<file path="src/rtl/fp_norm_round.sv">
// fp_norm_round: post-add normalisation and rounding stage for IEEE-754 single.
// It takes a raw 25-bit sum (carry, hidden bit, fraction) with guard/round/sticky
// bits and produces a packed result. A carry is fixed in one step. A left
// normalisation is done one bit per cycle, and it stops at the subnormal
// boundary. Rounding is round-to-nearest-even, or truncation when ROUND_EN=0.
module fp_norm_round #(
    parameter bit ROUND_EN = 1'b1
) (
    input  logic        clk,
    input  logic        rst,
    input  logic        in_valid,
    output logic        in_ready,
    input  logic        in_sign,
    input  logic [7:0]  in_exp,
    input  logic [24:0] in_mant,
    input  logic [2:0]  in_grs,
    output logic        out_valid,
    input  logic        out_ready,
    output logic [31:0] out_result
);

    typedef enum logic [2:0] {
        S_IDLE  = 3'd0,
        S_CHECK = 3'd1,
        S_SHIFT = 3'd2,
        S_ROUND = 3'd3,
        S_DONE  = 3'd4
    } state_t;

    state_t      state;
    logic        sign_q;
    logic [8:0]  exp_q;      // one spare bit so that an increment past 8'hFF is visible
    logic [24:0] mant_q;
    logic        g_q;
    logic        r_q;
    logic        s_q;

    // Results of the rounding step. They are used only in S_ROUND.
    logic        round_up;
    logic [24:0] mant_sum;
    logic [8:0]  exp_rnd;
    logic [22:0] frac_rnd;
    logic [31:0] packed_rnd;

    assign in_ready = (state == S_IDLE);

    // Rounding increment, carry renormalisation and overflow-to-infinity packing.
    // NOTE: every signal gets a default at the top of the block, so no path leaves one unassigned and no latch is inferred.
    always_comb begin
        round_up   = ROUND_EN && g_q && (r_q || s_q || mant_q[0]);
        mant_sum   = mant_q + {24'h0, round_up};
        exp_rnd    = exp_q;
        frac_rnd   = mant_sum[22:0];
        packed_rnd = 32'h0;
        if (mant_sum[24]) begin
            // 1.111..1 rounded up to 10.000..0: renormalise right.
            frac_rnd = mant_sum[23:1];
            exp_rnd  = exp_q + 9'd1;
        end else if ((exp_q == 9'd0) && mant_sum[23]) begin
            // A subnormal rounded up into the hidden bit becomes the smallest normal.
            exp_rnd = 9'd1;
        end
        if (exp_rnd >= 9'h0FF) begin
            packed_rnd = {sign_q, 8'hFF, 23'h0};
        end else begin
            packed_rnd = {sign_q, exp_rnd[7:0], frac_rnd};
        end
    end

    // Control FSM and datapath registers. It uses a synchronous reset, and that reset overrides every state.
    // NOTE: sequential state uses non-blocking (<=) so all registers update together from pre-edge values.
    always_ff @(posedge clk) begin
        if (rst) begin
            state      <= S_IDLE;
            sign_q     <= 1'b0;
            exp_q      <= 9'd0;
            mant_q     <= 25'd0;
            g_q        <= 1'b0;
            r_q        <= 1'b0;
            s_q        <= 1'b0;
            out_valid  <= 1'b0;
            out_result <= 32'h0;
        end else begin
            unique case (state)
                S_IDLE: begin
                    if (in_valid) begin
                        sign_q <= in_sign;
                        exp_q  <= {1'b0, in_exp};
                        mant_q <= in_mant;
                        g_q    <= in_grs[2];
                        r_q    <= in_grs[1];
                        s_q    <= in_grs[0];
                        state  <= S_CHECK;
                    end
                end

                S_CHECK: begin
                    if (mant_q == 25'd0) begin
                        out_result <= {sign_q, 8'h00, 23'h0};
                        out_valid  <= 1'b1;
                        state      <= S_DONE;
                    end else if (mant_q[24]) begin
                        // The carry out of the add moves one bit down into the guard bit.
                        mant_q <= {1'b0, mant_q[24:1]};
                        g_q    <= mant_q[0];
                        r_q    <= g_q;
                        s_q    <= r_q | s_q;
                        exp_q  <= exp_q + 9'd1;
                        state  <= S_ROUND;
                    end else if (mant_q[23]) begin
                        state <= S_ROUND;
                    end else begin
                        state <= S_SHIFT;
                    end
                end

                S_SHIFT: begin
                    if (exp_q < 9'd2) begin
                        // Another shift would take the exponent to zero.
                        // Stop here as a subnormal and leave the mantissa unshifted.
                        exp_q <= 9'd0;
                        state <= S_ROUND;
                    end else begin
                        mant_q <= {mant_q[23:0], g_q};
                        g_q    <= r_q;
                        r_q    <= 1'b0;
                        exp_q  <= exp_q - 9'd1;
                        if (mant_q[22]) begin
                            state <= S_ROUND;
                        end
                    end
                end

                S_ROUND: begin
                    out_result <= packed_rnd;
                    out_valid  <= 1'b1;
                    state      <= S_DONE;
                end

                S_DONE: begin
                    if (out_ready) begin
                        out_valid <= 1'b0;
                        state     <= S_IDLE;
                    end
                end

                default: begin
                    out_valid <= 1'b0;
                    state     <= S_IDLE;
                end
            endcase
        end
    end

endmodule

</file>
<file path="config.mk">
export PLATFORM = sky130hd
export DESIGN_NAME = fp_norm_round
export DESIGN_NICKNAME = d
export VERILOG_FILES = /design/src/rtl/fp_norm_round.sv
export SDC_FILE = /design/constraint.sdc
export NUM_CORES = 1
export LEC_CHECK = 0
export BUFFER_PORTS_ARGS = -buffer_cell sky130_fd_sc_hd__buf_2
export CORE_UTILIZATION = 62
export DETAILED_ROUTE_END_ITERATION = 7
export GPL_TIMING_DRIVEN = 0
export PLACE_DENSITY = 0.86
export SLEW_MARGIN = 20
export SYNTH_ARGS = -nofsm -noshare
export SYNTH_HDL_FRONTEND = slang
export SYNTH_SLANG_ARGS = --single-unit
</file>
<file path="constraint.sdc">
create_clock -name clk -period 6.74 [get_ports clk]
set_clock_uncertainty 0.05 [all_clocks]
set_input_delay 0.337 -clock clk [delete_from_list [all_inputs] [get_ports clk]]
set_output_delay 0.337 -clock clk [all_outputs]
set_load 0.02 [all_outputs]
</file>
==> flow_summary.json <==
{
  "outcome": "finished clean",
  "totalWireLength_mm": 15.2,
  "area_growth_pct": 13.8,
  "worst_setup_path_end_kind": "flop",
  "fp.dieW_um": 90.8,
  "synth_area_mm2": 0.00489,
  "seq_power_share": 0.337,
  "clockRootBuffer": "clkbuf_8",
  "clkPwrFrac": 0.197,
  "worstRegToRegCells": 12,
  "intPower_w": 0.000901,
  "arrival_ns": 4.12,
  "layout_commonest_cell": "nand2_1",
  "drt_iter0_drc": 591,
  "max_slew_margin": 0.391,
  "ys_ff_latch": 74,
  "fmax_ghz": 0.255,
  "hold_violations": 0,
  "crit_slowest_cell": "nor4_4",
  "pin_count": 75,
  "crit_fanout": 10,
  "cts_tree": "yes",
  "crit_chain": "clkbuf_1 > and2_1 > ha_1 > nand2_1 > clkbuf_1 > nor4_4 > a41oi_1 > nor2_2 > clkbuf_1 > mux2i_1 > o211ai_1 > a32o_1",
  "setup-violations-final": 0,
  "reg2reg_to": "out_result[16]$_SDFFE_PP0P_",
  "switching_power_w": 0.000751,
  "critPathLaunchType": "flop",
  "regToRegSetupSlack_ns": 2.82,
  "post_cts_resized": 0,
  "drc": 0,
  "clock_latency_ns": 0.36,
  "crit_type": "reg -> reg",
  "grt_pass1_vias": 5013,
  "postRouteAntennaNets": 0,
  "reg2reg_from": "mant_q[0]$_SDFFE_PP0P_",
  "worstHoldStart": "in_sign",
  "hpwlAfterDp_mm": 11.3,
  "place.gp.congestion": 0.969,
  "worstMarginPinSlew_ns": 0.904,
  "hp-class": "in -> reg",
  "setup_tns_ns": 0,
  "rsz0062_at_grt": "no",
  "drv_cap": 0,
  "p_leak_nw": 2.08,
  "grt_max_degree": 14,
  "gr-usage-all-layers": 0.372,
  "synth_top_cell_area_share": 0.303,
  "cts_max_path_buffers": 2,
  "power_frac_comb": 0.466,
  "synth_nets": 695,
  "switching_share": 0.455,
  "multiInputGateArea_mm2": 0.00310,
  "ys_seq_area_frac": 0.303,
  "postCtsSetupBuffers": 0,
  "numCtsBuffers": 9,
  "finalWorstPathRequiredPeriod_ns": 3.92,
  "timing.critical_path.mode_cell": "clkbuf_1",
  "final_layout_size_suffix_gt1_frac": 0.156,
  "overflow": 0,
  "power.density_mw_per_mm2": 297,
  "viasPerCell": 6.57,
  "antenna_cells": 0,
  "yosysWarnings": 0,
  "coreArea_mm2": 0.00769,
  "synth_cell_types": 66,
  "final_max_slew_viol_count": 0,
  "synth_edf_count": 0,
  "max-vdd-ir-drop_mv": 0.202,
  "placementRows": 32,
  "cts_sinks": 74,
  "fin_nets": 779,
  "die-area_mm2": 0.00824,
  "yosys.area.top_type": "dfxtp_1",
  "wl_per_cell_um": 18.1,
  "utilization": 0.723,
  "fill_cells": 640,
  "dr.pass1.iters": 6,
  "cts_hold_buf": 0,
  "ys_top_cells_by_area": "dfxtp_1, nand2_1, nor2_1, a22oi_1, a311oi_1",
  "min_to": "sign_q$_SDFFE_PP0P_",
  "synth_area_per_cell_um2": 7.52,
  "cp_slowest_stage_delay_ns": 0.53,
  "hold_path_depth": 3,
  "antenna_found_initial": 1,
  "portBuffers": 73,
  "vias": 5529,
  "seq_area_mm2": 0.00148,
  "fin_crit_sh": 0.582,
  "grt_first_pass_wirelength_mm": 24.6,
  "htree_num_levels": 3,
  "cp.required_ns": 6.94,
  "layout_common_cells": "nand2_1, buf_2, nor2_1, dfxtp_1, clkbuf_1",
  "netlist_instances": 650,
  "synth-main-ff-cell": "dfxtp_1",
  "chipHeight_um": 90.8,
  "cts.clk_slew.worst_paths_ns": 0.08,
  "async_flop_share": 0,
  "start_util": 0.636
}
worst max-delay path by stage:
| stage | start | to | slack, ns | cells past startpoint |
|---|---|---|---|---|
| final | mant_q[0]$_SDFFE_PP0P_ | out_result[16]$_SDFFE_PP0P_ | 2.82 | 12 |
| after detailed placement | mant_q[0]$_SDFFE_PP0P_ | out_result[16]$_SDFFE_PP0P_ | 2.95 | 12 |
| after floorplan | mant_q[0]$_SDFFE_PP0P_ | out_result[16]$_SDFFE_PP0P_ | 3.67 | 12 |
| after global routing | mant_q[0]$_SDFFE_PP0P_ | out_result[16]$_SDFFE_PP0P_ | 2.66 | 12 |
| after global placement | mant_q[0]$_SDFFE_PP0P_ | out_result[9]$_SDFFE_PP0P_ | 3.00 | 12 |
| after CTS | mant_q[0]$_SDFFE_PP0P_ | out_result[16]$_SDFFE_PP0P_ | 2.95 | 12 |
logic make-up (layout without fill, tap and decap cells):
logic type               Yosys count  in the layout  share of synthesized area
multiplexers                      16             16                     0.0341
AO/OA/AOI/OAI                    202            202                      0.297
buffers and inverters             77            166                     0.0622
XOR/XNOR                          20             20                     0.0359
adder cells (fa/ha/maj)            4              4                     0.0102
flip-flops                        74             74                      0.303
AND/OR/NAND/NOR                  257            257                      0.257
registers in the layout, indices dropped and copies added, names as in the netlist:
signal / cells
s_q: 1
out_result: 32
g_q: 1
r_q: 1
sign_q: 1
exp_q: 9
out_valid: 1
mant_q: 25
state: 3
synthesized netlist by cell type (4+ instances only):
cell type / n
nand3_1: 24
a21oi_1: 39
o31ai_1: 5
a32o_1: 11
clkbuf_1: 58
a22oi_1: 33
and2_1: 4
a311oi_1: 27
mux2_2: 5
buf_1: 5
mux2i_1: 11
a211oi_1: 12
nand2_1: 81
nor3_1: 12
xor2_1: 7
nor4_1: 8
buf_2: 6
and3_1: 14
nand2b_1: 5
ha_1: 4
nand3b_1: 4
inv_1: 7
a22o_1: 4
nor2_1: 76
a32oi_1: 6
a21o_1: 5
xnor2_1: 13
or3_1: 5
o21ai_0: 32
nand4_1: 5
dfxtp_1: 74
critical path: cells and delay by family (launching register included):
| family | cells | cell delay, ns |
|---|---|---|
| flip-flops | 1 | 0.33 |
| multiplexers | 1 | 0.24 |
| AND/OR/NAND/NOR | 4 | 1.30 |
| AO/OA/AOI/OAI | 3 | 0.68 |
| buffers and inverters | 3 | 1.04 |
| adder cells (fa/ha/maj) | 1 | 0.17 |
per-layer routing:
| layer | GRT usage | share of wire | vias up |
|---|---|---|---|
| met5 | 0 | 0 | - |
| met3 | 0.0623 | 0.12 | 43 |
| met2 | 0.542 | 0.43 | 389 |
| li1 | - | - | 2585 |
| met4 | 0.159 | 0.025 | 0 |
| met1 | 0.537 | 0.43 | 2512 |
metrics by stage:
step	cell area (µm²)	setup slack [ns]	power, W	hold WS, ns	cells
floorplan	4890	3.67	0.00110	0.386	650
global placement	5380	3.00	0.00128	0.384	825
detailed placement	5380	2.95	0.00130	0.390	825
CTS	5560	2.95	0.00162	0.175	841
global route	5560	2.66	0.00175	0.175	841
finish	5560	2.82	0.00165	0.177	841
area by class of cell:
type                            instances  share of cell area
Sequential cell                        74               0.267
Buffer                                 70              0.0500
Timing Repair Buffer                   73              0.0657
Tap cell                              102              0.0230
Clock inverter                          5             0.00675
Inverter                                7             0.00473
Multi-Input combinational cell        499               0.558
Clock buffer                           11              0.0254
power groups by stage:
stage               Sequential [W]  Clock, W  Combinational (W)
floorplan                 0.000557         0           0.000541
global placement          0.000560         0           0.000723
detailed placement        0.000564         0           0.000739
CTS                       0.000553  0.000324           0.000744
global route              0.000563  0.000346           0.000838
finish                    0.000556  0.000326           0.000771
Note: power is estimated with default switching activity, not from simulation.
